<file path="src/rtl/fru_config_controller.sv">
// fru_config_controller
//   Byte-serial configuration front end for one filter reduce unit. It
//   listens to the shared configId/configData bus, keeps the per-chain
//   firmware tables (filter op, filter address, reduce axis) and assembles
//   FUVRF bin vectors that it writes through RAM port b.
// Ports
//   clk, reset            clock, async active-high reset
//   tracing               unit is tracing; configuration is refused
//   config_valid/configId/configData   broadcast config byte
//   firmware_*            packed 8-bit-per-chain tables, chain c at [8c+7:8c]
//   mem_*_b               FUVRF write port b (data zero when not writing)
//   busy, cfg_done, cfg_error          status (done pulses, error sticky)
module fru_config_controller #(
  parameter int M                  = 8,
  parameter int DATA_WIDTH         = 32,
  parameter int MAX_CHAINS         = 4,
  parameter int PERSONAL_CONFIG_ID = 0,
  parameter int FUVRF_SIZE         = 4,
  parameter logic [8*MAX_CHAINS-1:0] INITIAL_FIRMWARE_FILTER_OP   = '0,
  parameter logic [8*MAX_CHAINS-1:0] INITIAL_FIRMWARE_FILTER_ADDR = '0,
  parameter logic [8*MAX_CHAINS-1:0] INITIAL_FIRMWARE_REDUCE_AXIS = '0,
  localparam int AW = (FUVRF_SIZE > 1) ? $clog2(FUVRF_SIZE) : 1
) (
  input  logic                       clk,
  input  logic                       reset,
  input  logic                       tracing,
  input  logic                       config_valid,
  input  logic [7:0]                 configId,
  input  logic [7:0]                 configData,
  output logic [8*MAX_CHAINS-1:0]    firmware_filter_op,
  output logic [8*MAX_CHAINS-1:0]    firmware_filter_addr,
  output logic [8*MAX_CHAINS-1:0]    firmware_reduce_axis,
  output logic [AW-1:0]              mem_address_b,
  output logic                       mem_write_enable_b,
  output logic [M*DATA_WIDTH-1:0]    mem_in_b,
  output logic                       busy,
  output logic                       cfg_done,
  output logic                       cfg_error
);

  localparam int VW     = M * DATA_WIDTH;
  localparam int NBYTES = VW / 8;
  localparam int CNTW   = $clog2(NBYTES + 1);
  localparam int CW     = (MAX_CHAINS > 1) ? $clog2(MAX_CHAINS) : 1;
  localparam int IW     = (CW > AW) ? CW : AW;

  typedef enum logic [1:0] {IDLE, WAIT_VAL, LOAD, WRITE} state_t;

  state_t                         state_q;
  logic [1:0]                     cmd_q;
  logic [IW-1:0]                  idx_q;
  logic                           bad_q;    // latched index was out of range
  logic [CNTW-1:0]                cnt_q;
  logic [VW-1:0]                  buf_q;
  logic [MAX_CHAINS-1:0][7:0]     op_q, faddr_q, axis_q;
  logic [AW-1:0]                  maddr_q;
  logic                           wren_q, done_q, err_q;
  logic [VW-1:0]                  min_q;

  logic match, accept, bad_tbl, bad_mem;
  logic [VW+7:0] shl;

  assign match   = config_valid && (configId == 8'(PERSONAL_CONFIG_ID));
  assign accept  = match && !tracing;
  assign bad_tbl = {1'b0, configData[5:0]} >= 7'(MAX_CHAINS);
  assign bad_mem = {1'b0, configData[5:0]} >= 7'(FUVRF_SIZE);
  // First payload byte ends up in the MSBs after NBYTES shifts.
  assign shl     = {buf_q, configData};

  always_ff @(posedge clk or posedge reset) begin
    if (reset) begin
      state_q <= IDLE;
      cmd_q   <= '0;
      idx_q   <= '0;
      bad_q   <= 1'b0;
      cnt_q   <= '0;
      buf_q   <= '0;
      op_q    <= INITIAL_FIRMWARE_FILTER_OP;
      faddr_q <= INITIAL_FIRMWARE_FILTER_ADDR;
      axis_q  <= INITIAL_FIRMWARE_REDUCE_AXIS;
      maddr_q <= '0;
      wren_q  <= 1'b0;
      min_q   <= '0;
      done_q  <= 1'b0;
      err_q   <= 1'b0;
    end else begin
      wren_q <= 1'b0;
      min_q  <= '0;
      done_q <= 1'b0;
      if (match && tracing) err_q <= 1'b1;
      case (state_q)
        IDLE: if (accept) begin
          cmd_q <= configData[7:6];
          idx_q <= configData[IW-1:0];
          if (configData[7:6] == 2'b11) begin
            bad_q   <= bad_mem;
            cnt_q   <= '0;
            buf_q   <= '0;
            state_q <= LOAD;
          end else begin
            bad_q   <= bad_tbl;
            state_q <= WAIT_VAL;
          end
        end
        WAIT_VAL: begin
          if (tracing) begin
            err_q   <= 1'b1;
            state_q <= IDLE;
          end else if (accept) begin
            state_q <= IDLE;
            if (bad_q) err_q <= 1'b1;
            else begin
              done_q <= 1'b1;
              case (cmd_q)
                2'b00:   op_q[idx_q[CW-1:0]]    <= configData;
                2'b01:   faddr_q[idx_q[CW-1:0]] <= configData;
                default: axis_q[idx_q[CW-1:0]]  <= configData;
              endcase
            end
          end
        end
        LOAD: begin
          if (tracing) begin
            // Partial vector is dropped; nothing reaches the FUVRF.
            err_q   <= 1'b1;
            buf_q   <= '0;
            cnt_q   <= '0;
            state_q <= IDLE;
          end else if (accept) begin
            buf_q <= shl[VW-1:0];
            cnt_q <= cnt_q + 1'b1;
            if (cnt_q == CNTW'(NBYTES - 1)) begin
              state_q <= WRITE;
              // Write port is registered so it fires during the WRITE cycle.
              if (bad_q) err_q <= 1'b1;
              else begin
                wren_q  <= 1'b1;
                maddr_q <= idx_q[AW-1:0];
                min_q   <= shl[VW-1:0];
                done_q  <= 1'b1;
              end
            end
          end
        end
        default: begin
          buf_q   <= '0;
          state_q <= IDLE;
        end
      endcase
    end
  end

  assign firmware_filter_op   = op_q;
  assign firmware_filter_addr = faddr_q;
  assign firmware_reduce_axis = axis_q;
  assign mem_address_b        = maddr_q;
  assign mem_write_enable_b   = wren_q;
  assign mem_in_b             = min_q;
  assign busy                 = (state_q != IDLE);
  assign cfg_done             = done_q;
  assign cfg_error            = err_q;

endmodule

</file>
<file path="config.mk">
export PLATFORM = sky130hd
export DESIGN_NAME = fru_config_controller
export DESIGN_NICKNAME = d
export VERILOG_FILES = /design/src/rtl/fru_config_controller.sv
export SDC_FILE = /design/constraint.sdc
export NUM_CORES = 1
export LEC_CHECK = 0
export CORE_ASPECT_RATIO = 0.7
export CORE_UTILIZATION = 41
export DETAILED_ROUTE_END_ITERATION = 10
export PLACE_DENSITY = 0.71
export SYNTH_ARGS = -nofsm -noshare
export SYNTH_HDL_FRONTEND = slang
export SYNTH_SLANG_ARGS = --single-unit
</file>
<file path="constraint.sdc">
create_clock -name clk -period 24.4 [get_ports clk]
set_input_delay 2.44 -clock clk [delete_from_list [all_inputs] [get_ports clk]]
set_output_delay 2.44 -clock clk [all_outputs]
set_load 0.005 [all_outputs]
</file>
# After elaboration in Yosys (flattened, before gate mapping)
# Index checks and enable logic that the tools add are counted.
# word_totals
register_bits,618
inputBits,20
output_inout_bits,358
word_cells,104
# op_classes
n_addsub,1
order_cmp,3
eq_ne,10
n_mux,44
n_bitwise,4
n_reduce_logical,19
# op_table
op,count
256-bit 2-to-1 mux,5
248-bit 2-to-1 mux,4
248-bit case mux with 3 select lines,1
32-bit bitwise mux,3
6-bit 2-to-1 mux,4
5-bit AND reduction,4
8-bit demux with 2-bit select,1
1-bit 2-to-1 mux,14
2-bit 2-to-1 mux,7
6-bit case mux with 2 select lines,1
4-bit AND reduction,3
3-bit != test (second input constant),3
8-bit zero test,1
8-bit 2-to-1 mux,1
6-bit by 1-bit adder with 6-bit output (second input constant),1
6-bit by 5-bit == test with 1-bit output (second input constant),1
6-bit by 3-bit greater-or-equal comparator with 1-bit output (second input constant),1
2-bit case mux with 3 select lines,1
2-bit by 1-bit == test with 1-bit output (second input constant),2
2-bit == test (second input constant),2
1-bit logical AND,4
2-bit zero test,2
2-bit != test (second input constant),2
1-bit inverter,4
7 further kinds,9

# Depth between registers and ports, before layout
# Gate-level depths: netlist of the first run.
# logic_depth
depth_word,9
ltp_mapped,10
depth_no_buf,6

# Least setup slack after synthesis of the first run
# Ideal clock, no wire load.
# synth_timing
kind,input-to-reg
start,in configId[4]
end,reg faddr_q (netlist bit firmware_filter_addr[0])
setup_time_ps,125
arrival_ps,4103
required_time_ps,24275
slack_ps,20172
path_stages,5
path_buffers,1
path_cell_list,nor4b_4 -> nand4_4 -> or4_1 -> buf_2 -> mux2_4
# synth_via
elab_chain_len,4
# synth_rtl
element,line_no,text
from (decl),28,"input logic [7:0] configId,"
8-bit zero test,63,assign match = config_valid && (configId == 8'(PERSONAL_CONFIG_ID));
1-bit logical AND,63,
1-bit logical AND,64,assign accept = match && !tracing;
5-bit AND reduction (no source line),n/a,
"to (signal, indexed assignment)",116,2'b01: faddr_q[idx_q[CW-1:0]] <= configData;
to (decl),55,"logic [MAX_CHAINS-1:0][7:0] op_q, faddr_q, axis_q;"
# No other way between the ends.
# A chain may end at the register's enable or synchronous reset.

==> flow_summary.ini, run 1 <==
[placement]
dp_slack_ps = 17300
globalplace.congestion = 0.8059
dp_hpwl_um = 31230
placed_cell_area_um2 = 25890
dp.cells = 2388
portBuffers = 377

[synthesis]
synth_area_leaders = dfrtp_1 (72%), a22o_1 (10%), and2_1 (7.4%)
ys_ff_latch = 618
ys_seq_area_share_pct = 71.71
syn_area_per_cell_um2 = 15.12
netlist_instances = 1426
synth_warnings = 0
syn_nets = 1450
yosysTopAreaCellShare_pct = 71.71
synth.distinct_cells = 41
synth_top_cell_by_area = dfrtp_1
syn-cell-area_um2 = 21570

[cts]
clock_latency_ps = 590
cts_resized = 0
cts.sinks = 618
cts_tree = done
clock_path_buffers = 3
post-cts-setup-buffers = 0
clockRootBuffer = clkbuf_16
cts_buffers = 58
clk_pin_slew_ps = 60
ctsHtreeMaxLevel = 2
ctsHoldBuffers = 0

[timing]
clock-skew-final_ps = 11.02
finalSetupTns_ps = 0
max_slew_margin_pct = 2.557
rsz0062_at_grt = false
fin_crit_sh_pct = 25.59
hold_viol = 0
setup_viol = 0
setup_ws_ps = 18160
slew_violations = 0
max_slew.worst_pin.slew_ps = 1462
fin_crit_ps = 6244
max_freq_ghz = 0.1601

[run]
drv_cap = 0

[die]
die_h_um = 193.9
die_w_um = 276.1
coreArea_um2 = 51370
num_rows = 69
initial_utilization_pct = 41.98
ios = 378
die_area_um2 = 53540

[cells_and_area]
final_common_cell = dfrtp_1
antennaDiodeCount = 0
fin_cells = 2494
drive_above_1_share_pct = 12.36
final_cell_mix = dfrtp_1 (618), clkdlybuf4s50_1 (377), and2_1 (256), a22o_1 (248), mux2_2 (95)
postLayoutCoreUtil_pct = 54.30
final_area_um2 = 27890
fin_nets = 1798
area_delta_synth_final_pct = 29.35
n_fill_cell = 4093

[power_and_ir_drop]
p_leak_nw = 13.36
power.density_nw_per_um2 = 76.32
peakVddDrop_uv = 54.70

[grt]
grt_start_max_net_pins = 249
antenna_found_initial = 0
grt_pass1_wl_um = 79430
grt.total_usage_pct = 18.77
grt_pass1_vias = 13490
grt_overflow = 0

[setup_path]
cp.required_ps = 25010
start_kind = primary input
critPathKind = in2async
slowest_delay_ps = 790
end_kind = asynchronous set/reset pin
worstPathCellList = clkdlybuf4s50_1 > inv_8 > buf_4 > buf_4 > buf_4 > buf_4
worst_path_most_repeated_cell = buf_4
crit_path_top_delay_cell = buf_4
crit_fanout = 141
cp_data_arrival_time_ps = 6860

[hold_path]
worst_hold_path_type = reg2reg

[status]
outcome = complete, no violations

[detailed_routing]
ant_nets = 0
drt_iter0_markers = 980
dr.pass1.iters = 5
vias_per_cell = 5.136
wl_per_cell_um = 19.88
drc = 0
num_vias = 12810
drt-total-wl_um = 49590
==> cell families (layout without fill, tap and decap cells) <==
group                      count (synthesis)  count (layout)  synth area share (%)
and+or+nand+nor                          320             320                 9.532
muxes                                    105             105                 5.610
buffers and inverters                    109             503                 2.152
AOI/OAI and AO/OA                        270             270                 10.76
DFF                                      618             618                 71.71
adders and majority gates                  4               4                0.2321
==> layer usage <==
layer | GRT usage (%) | vias to the layer above | part of all wire [%] | routed length, µm
met2 | 28.35 | 348 | 46 | 22580
li1 | - | 5669 | - | -
met3 | 5.808 | 80 | 7.1 | 3534
met5 | 0 | - | 0 | 0
met4 | 5.400 | 0 | 2.2 | 1083
met1 | 26.18 | 6711 | 45 | 22390
==> state kept, by name, summed over array words and instances (netlist names) <==
name and count:
bad_q 1, idx_q 2, firmware_filter_op 32, mem_write_enable_b 1
buf_q 248, cnt_q 6, firmware_filter_addr 32, cmd_q 2
mem_in_b 256, state_q 2, firmware_reduce_axis 32, cfg_done 1
cfg_error 1, mem_address_b 2
==> metrics by stage <==
step           hold slack [ps]  power [W]
2_1_floorplan            454.0   0.001172
3_3_place_gp             476.3   0.001210
3_5_place_dp             476.1   0.001214
4_1_cts                  490.7   0.002154
5_1_grt                  513.3   0.002212
6_report                 484.6   0.002129
==> cells in the mapped netlist (all sizes together) <==
cell type / count
a211o: 2
a21boi: 1
a21oi: 3
a22o: 248
a31oi: 2
and2: 256
and3: 3
and4: 1
and4b: 1
buf: 44
clkbuf: 58
dfrtp: 618
ha: 4
inv: 7
mux2: 103
mux2i: 2
nand2: 9
nand2b: 5
nand3: 10
nand4: 4
nand4b: 1
nor2: 6
nor2b: 5
nor3: 3
nor3b: 4
nor4: 5
nor4b: 2
o21a: 2
o21ai: 5
o311ai: 1
o31a: 1
o31ai: 4
o41ai: 1
or2: 2
or3: 1
or4: 2
==> power breakdown <==
group          internal (W)  switching (W)
combinational     0.0000252       0.000137
clock              0.000551       0.000383
sequential          0.00103     0.00000369
total               0.00161       0.000524
==> worst paths after layout <==
path | from | to | slack, ps | depth (start not counted)
setup / recovery | reset | firmware_filter_op[24] | 18160 | 6
hold / removal | buf_q[243] | mem_in_b[251] | 480 | 1
setup reg to reg | state_q[0] | buf_q[13] | 20850 | 6
hold reg to reg | buf_q[243] | mem_in_b[251] | 480 | 1
max in group clk | configData[7] | buf_q[13] | 18810 | 5
min in group asynchronous | reset | buf_q[115] | 2470 | 2
==> worst max-delay path: cells and delay by family <==
kind,cells,cell delay (ps)
buf+inv,6,4210
==> cell type report <==
cell class / instances / area [µm²] / share of cell area [%]
sequential: 618 / 15460 / 55.44
multi-input combinational: 699 / 5660 / 20.29
timing repair buffer: 390 / 3884 / 13.92
clock buffer: 81 / 1702 / 6.100
tap: 674 / 843.3 / 3.023
clock inverter: 25 / 306.5 / 1.099
inverter: 7 / 33.78 / 0.1211
Note: power is estimated with default switching activity, not from simulation.
==> inputs of run 2 (changes only) <==
Settings changed: PLACE_DENSITY 0.71 to 0.73.
Clock period 24.4 ns to 5.28 ns, I/O delays scaled along.
==> run 2 against run 1 <==
Flip-flop and latch count unchanged. Clock skew fell by 1.0 ps. Sequential power grew to 4.6 times the previous value. Critical endpoint is now buf_q[182].
==> flow_summary.ini, run 2 (same netlist as run 1, synthesis figures left out) <==
[power_and_ir_drop]
internal-power_w = 0.007364
peakVddDrop_uv = 361.6
power.density_nw_per_um2 = 348.3
finalPower_w = 0.009726
switchingPower_w = 0.002362
power.share.switching_pct = 24.29
pwr-share-seq_pct = 49.1
comb_power_share_pct = 8.2
p_leak_nw = 13.35
p_clk_share_pct = 42.8

[die]
ios = 378
die_w_um = 276.1
die_h_um = 193.9
die_area_um2 = 53540
num_rows = 69
coreArea_um2 = 51370
initial_utilization_pct = 41.98

[setup_path]
cpLargestDelayFamily = compound AO/OA/AOI/OAI gates
reg2reg_from = state_q[0]
ff2ff_setup_slack_ps = 2250
timing.rr.end = buf_q[182]
end_kind = flip-flop
crit_buf_inv = 2
critPathKind = in2reg
worstPathCellList = clkdlybuf4s50_1 > a21boi_0 > a211o_4 > buf_4 > a22o_1
start_kind = primary input
crit_path_top_delay_cell = a21boi_0
rr_worst_depth = 6
slowest_delay_ps = 820
cp.required_ps = 5800
cp_data_arrival_time_ps = 3640
crit_fanout = 77

[placement]
placed_cell_area_um2 = 26030
globalplace.congestion = 0.8203
portBuffers = 377
dp_hpwl_um = 31530

[cells_and_area]
final_area_um2 = 27920
n_fill_cell = 4033
regArea_um2 = 15460
drive_above_1_share_pct = 12.20
final_common_cell = dfrtp_1
antennaDiodeCount = 0
fin_nets = 1800
final_cell_mix = dfrtp_1 (618), clkdlybuf4s50_1 (377), and2_1 (256), a22o_1 (248), mux2_2 (95)
area_delta_synth_final_pct = 29.47
largest_reg_flops = 256
multiInputGateArea_um2 = 5660

[cts]
ctsHoldBuffers = 0
cts_resized = 0
cts_tree = done
clockRootBuffer = clkbuf_16
clock_latency_ps = 580
clock_path_buffers = 3
clk_pin_slew_ps = 70
post-cts-setup-buffers = 0
cts_buffers = 56
ctsHtreeMaxLevel = 2
cts.sinks = 618

[detailed_routing]
drt-total-wl_um = 49080
num_vias = 12770
dr.pass1.iters = 5
ant_nets = 0
vias_per_cell = 5.121
wl_per_cell_um = 19.69
drc = 0
drt_iter0_markers = 1108

[status]
outcome = complete, no violations

[grt]
grt.total_usage_pct = 18.57
grt_pass1_wl_um = 78610
antenna_found_initial = 0
grt_overflow = 0
grt_start_max_net_pins = 155
grt_pass1_vias = 13410

[timing]
fin_crit_ps = 3125
setup_viol = 0
max_slew.worst_pin.slew_ps = 941.4
rsz0062_at_grt = false
fin_crit_sh_pct = 59.19
max_slew_margin_pct = 37.24
slew_violations = 0
hold_viol = 0
max_freq_ghz = 0.3200
clock-skew-final_ps = 10.00
finalSetupTns_ps = 0

[run]
drv_cap = 0

[hold_path]
worst_hold_path_type = in2async
run 2: cell count changes in the layout (fill, tap and decap cells not counted), sizes merged:
| cell | delta |
|---|---|
| buf | +4 |
| inv | -4 |
| clkinv | -3 |
| clkinvlp | +2 |
run 2: final cells by class:
class	count	share of cell area, %
multi-input cells	699	20.27
repair buffers	394	14.42
well taps	674	3.020
inverters	7	0.1075
clock buffers	81	5.861
flip-flops and latches	618	55.39
clock inverters	20	0.9321
run 2: worst max-delay path by stage:
stage | from | end | slack [ps] | cells after the start
finish | configData[7] | buf_q[182] | 2150 | 5
global route | configData[7] | buf_q[181] | 1920 | 5
CTS | configData[7] | buf_q[182] | 2180 | 5
detailed placement | configData[7] | buf_q[202] | 1550 | 5
global placement | configData[7] | buf_q[194] | 1690 | 5
floorplan | reset | bad_q | -3680 | 1
run 2: routing by layer:
layer  up-vias  GRT usage (%)  wire (µm)
li1       5694              -          -
met1      6639          24.95      21250
met2       359          29.36      23310
met3        75          5.724       3527
met4         0          4.883        990
met5         -              0          0
run 2: per-stage QoR:
stage                     hold WS (ps)  util [%]  setup slack [ps]  instances
after floorplan                  454.0         -             -3683       1426
after global placement           471.9     50.66              1686       2392
after detailed placement         473.7     50.66              1550       2392
after CTS                        415.3     54.36              2177       2493
after global routing             461.5     54.36              1922       2493
final                            430.9     54.36              2155       2493
run 2: power groups by stage:
stage / logic, W / registers [W] / clock network (W)
floorplan: 0.000557 / 0.00486 / 0
CTS: 0.000806 / 0.00477 / 0.00427
finish: 0.000797 / 0.00477 / 0.00416
detailed placement: 0.000804 / 0.00486 / 0
global route: 0.000891 / 0.00477 / 0.00445
global placement: 0.000786 / 0.00486 / 0
==> inputs of run 3 (changes only) <==
Clock period 5.28 ns to 2.6 ns, I/O delays scaled along.
==> run 3 against run 2 <==
Utilization increased by 0.91 points. Sequential power increased by 100%. Routed wire length increased by 3.3%. First-iteration DRC count is 5.7% lower. Setup slack worse by 1800 ps. Critical endpoint is now firmware_reduce_axis[9]. Highest routed layer unchanged.
==> flow_summary.ini, run 3 (same netlist as run 1, synthesis figures left out) <==
[status]
outcome = complete, no violations

[run]
drv_cap = 0

[setup_path]
reg2reg_from = state_q[1]
cp_data_arrival_time_ps = 2760
ff2ff_setup_slack_ps = 310
rr_worst_depth = 6
critPathKind = reg2reg
slowest_delay_ps = 430
crit_fanout = 8
end_kind = flip-flop
start_kind = flip-flop
timing.rr.end = firmware_reduce_axis[9]
worstPathCellList = inv_1 > ha_1 > nor3b_2 > and4_1 > and3_1 > mux2_2
crit_path_top_delay_cell = and3_1
cp.required_ps = 3060

[die]
num_rows = 69
initial_utilization_pct = 41.98
ios = 378
die_h_um = 193.9
coreArea_um2 = 51370
die_area_um2 = 53540
die_w_um = 276.1

[detailed_routing]
wl_per_cell_um = 20.01
drc = 0
dr_wl_met3_um = 3797
wirelength_met1_um = 22010
num_vias = 12960
wl_met2_um = 23780
routed.top_layer = met4
ant_nets = 0
vias_per_cell = 5.117
drt_iter0_markers = 1045
dr.pass1.iters = 5
drt-total-wl_um = 50680

[timing]
fin_crit_sh_pct = 88.24
max_slew_margin_pct = 39.95
slew_violations = 0
clock-skew-final_ps = 16.21
hold_viol = 0
rsz0062_at_grt = false
fin_crit_ps = 2294
max_freq_ghz = 0.4359
setup_viol = 0
setup_ws_ps = 305.7
max_slew.worst_pin.slew_ps = 897.9

[power_and_ir_drop]
p_leak_nw = 13.58
finalPower_w = 0.01977
power.density_nw_per_um2 = 696.6
peakVddDrop_uv = 582.8

[cts]
ctsHtreeMaxLevel = 2
cts_tree = done
clock_latency_ps = 600
cts.sinks = 618
post-cts-setup-buffers = 0
cts_buffers = 57
clock_path_buffers = 3
clk_pin_slew_ps = 70
clockRootBuffer = clkbuf_16

[cells_and_area]
final_area_um2 = 28390
drive_above_1_share_pct = 13.99
largest_reg_flops = 256
final_common_cell = dfrtp_1
fin_cells = 2532
antennaDiodeCount = 0
fin_nets = 1838
n_fill_cell = 4033
area_delta_synth_final_pct = 31.64
final_cell_mix = dfrtp_1 (618), clkdlybuf4s50_1 (377), and2_1 (256), a22o_1 (248), mux2_2 (95)
postLayoutCoreUtil_pct = 55.26

[placement]
globalplace.congestion = 0.8269
placed_cell_area_um2 = 26470
dp_slack_ps = 36.68
dp_hpwl_um = 33020
dp.cells = 2428
portBuffers = 377

[grt]
antenna_found_initial = 0
grt.total_usage_pct = 19.22
grt_pass1_vias = 13670
grt_pass1_wl_um = 81270
grt_overflow = 0
grt_start_max_net_pins = 113

[hold_path]
worst_hold_path_type = reg2reg
min-delay-start = buf_q[242]
hold_path_end = mem_in_b[250]
whs_path_depth = 1
run 3: cell types whose count changed in the layout (fill, tap and decap cells not counted):
| cell | change |
|---|---|
| inv_6 | +1 |
| clkbuf_8 | +1 |
| clkbuf_1 | +1 |
| buf_12 | +14 |
| clkbuf_16 | +1 |
| buf_4 | +22 |
| nor3b_2 | +1 |
| clkinv_8 | +1 |
| nor3b_1 | -1 |
| clkinv_4 | +1 |
| dlygate4sd3_1 | +1 |
| clkinv_2 | -2 |
| bufinv_16 | -2 |
run 3: worst max-delay path by stage:
| stage | start | endpoint | slack (ps) | depth (start not counted) |
|---|---|---|---|---|
| 2_1_floorplan | reset | bad_q | -6100 | 1 |
| 3_3_place_gp | configId[4] | firmware_filter_addr[2] | 40 | 7 |
| 3_5_place_dp | configId[4] | firmware_reduce_axis[9] | 40 | 6 |
| 4_1_cts | state_q[1] | firmware_reduce_axis[9] | 150 | 6 |
| 5_1_grt | state_q[0] | buf_q[180] | 130 | 8 |
| 6_report | state_q[1] | firmware_reduce_axis[9] | 310 | 6 |
run 3: per-stage QoR:
step / TNS, ps / hold slack [ps]
floorplan: -3766710 / 411.6
global route: 0 / 500.5
CTS: 0 / 451.9
detailed placement: 0 / 479.9
finish: 0 / 485.3
global placement: 0 / 472.0
run 3: layout make-up:
| cell class | count | area (µm²) | share of cell area, % |
|---|---|---|---|
| multi-input combinational | 699 | 5665 | 19.96 |
| timing repair buffer | 431 | 4482 | 15.79 |
| clock buffer | 84 | 1679 | 5.915 |
| tap | 674 | 843.3 | 2.971 |
| inverter | 7 | 30.03 | 0.1058 |
| clock inverter | 19 | 224.0 | 0.7889 |
| sequential | 618 | 15460 | 54.48 |
run 3: what timing repair did:
action	4_1_cts	5_1_grt
setup endpoints to repair	0	11
resized for setup	0	1
endpoints found under the hold margin	1	0
hold buffers	1	0
run 3: power breakdown:
group          total (W)  leakage (nW)  switching [W]  internal [W]
clock network    0.00842         0.928        0.00355       0.00487
logic            0.00167          4.03        0.00131      0.000360
registers        0.00969          8.62      0.0000349       0.00965
total             0.0198          13.6        0.00489        0.0149
run 3: critical path: cells and delay by family, from the launching register on:
family / cells / cell delay [ps]
and+or+nand+nor: 3 / 1120
DFF: 1 / 390
adders and majority gates: 1 / 170
buffers and inverters: 1 / 90
muxes: 1 / 390
run 3: routing by layer:
| layer | GRT usage [%] | up-vias |
|---|---|---|
| li1 | - | 5749 |
| met1 | 25.82 | 6762 |
| met2 | 29.99 | 366 |
| met3 | 6.230 | 78 |
| met4 | 5.442 | 0 |
| met5 | 0 | - |
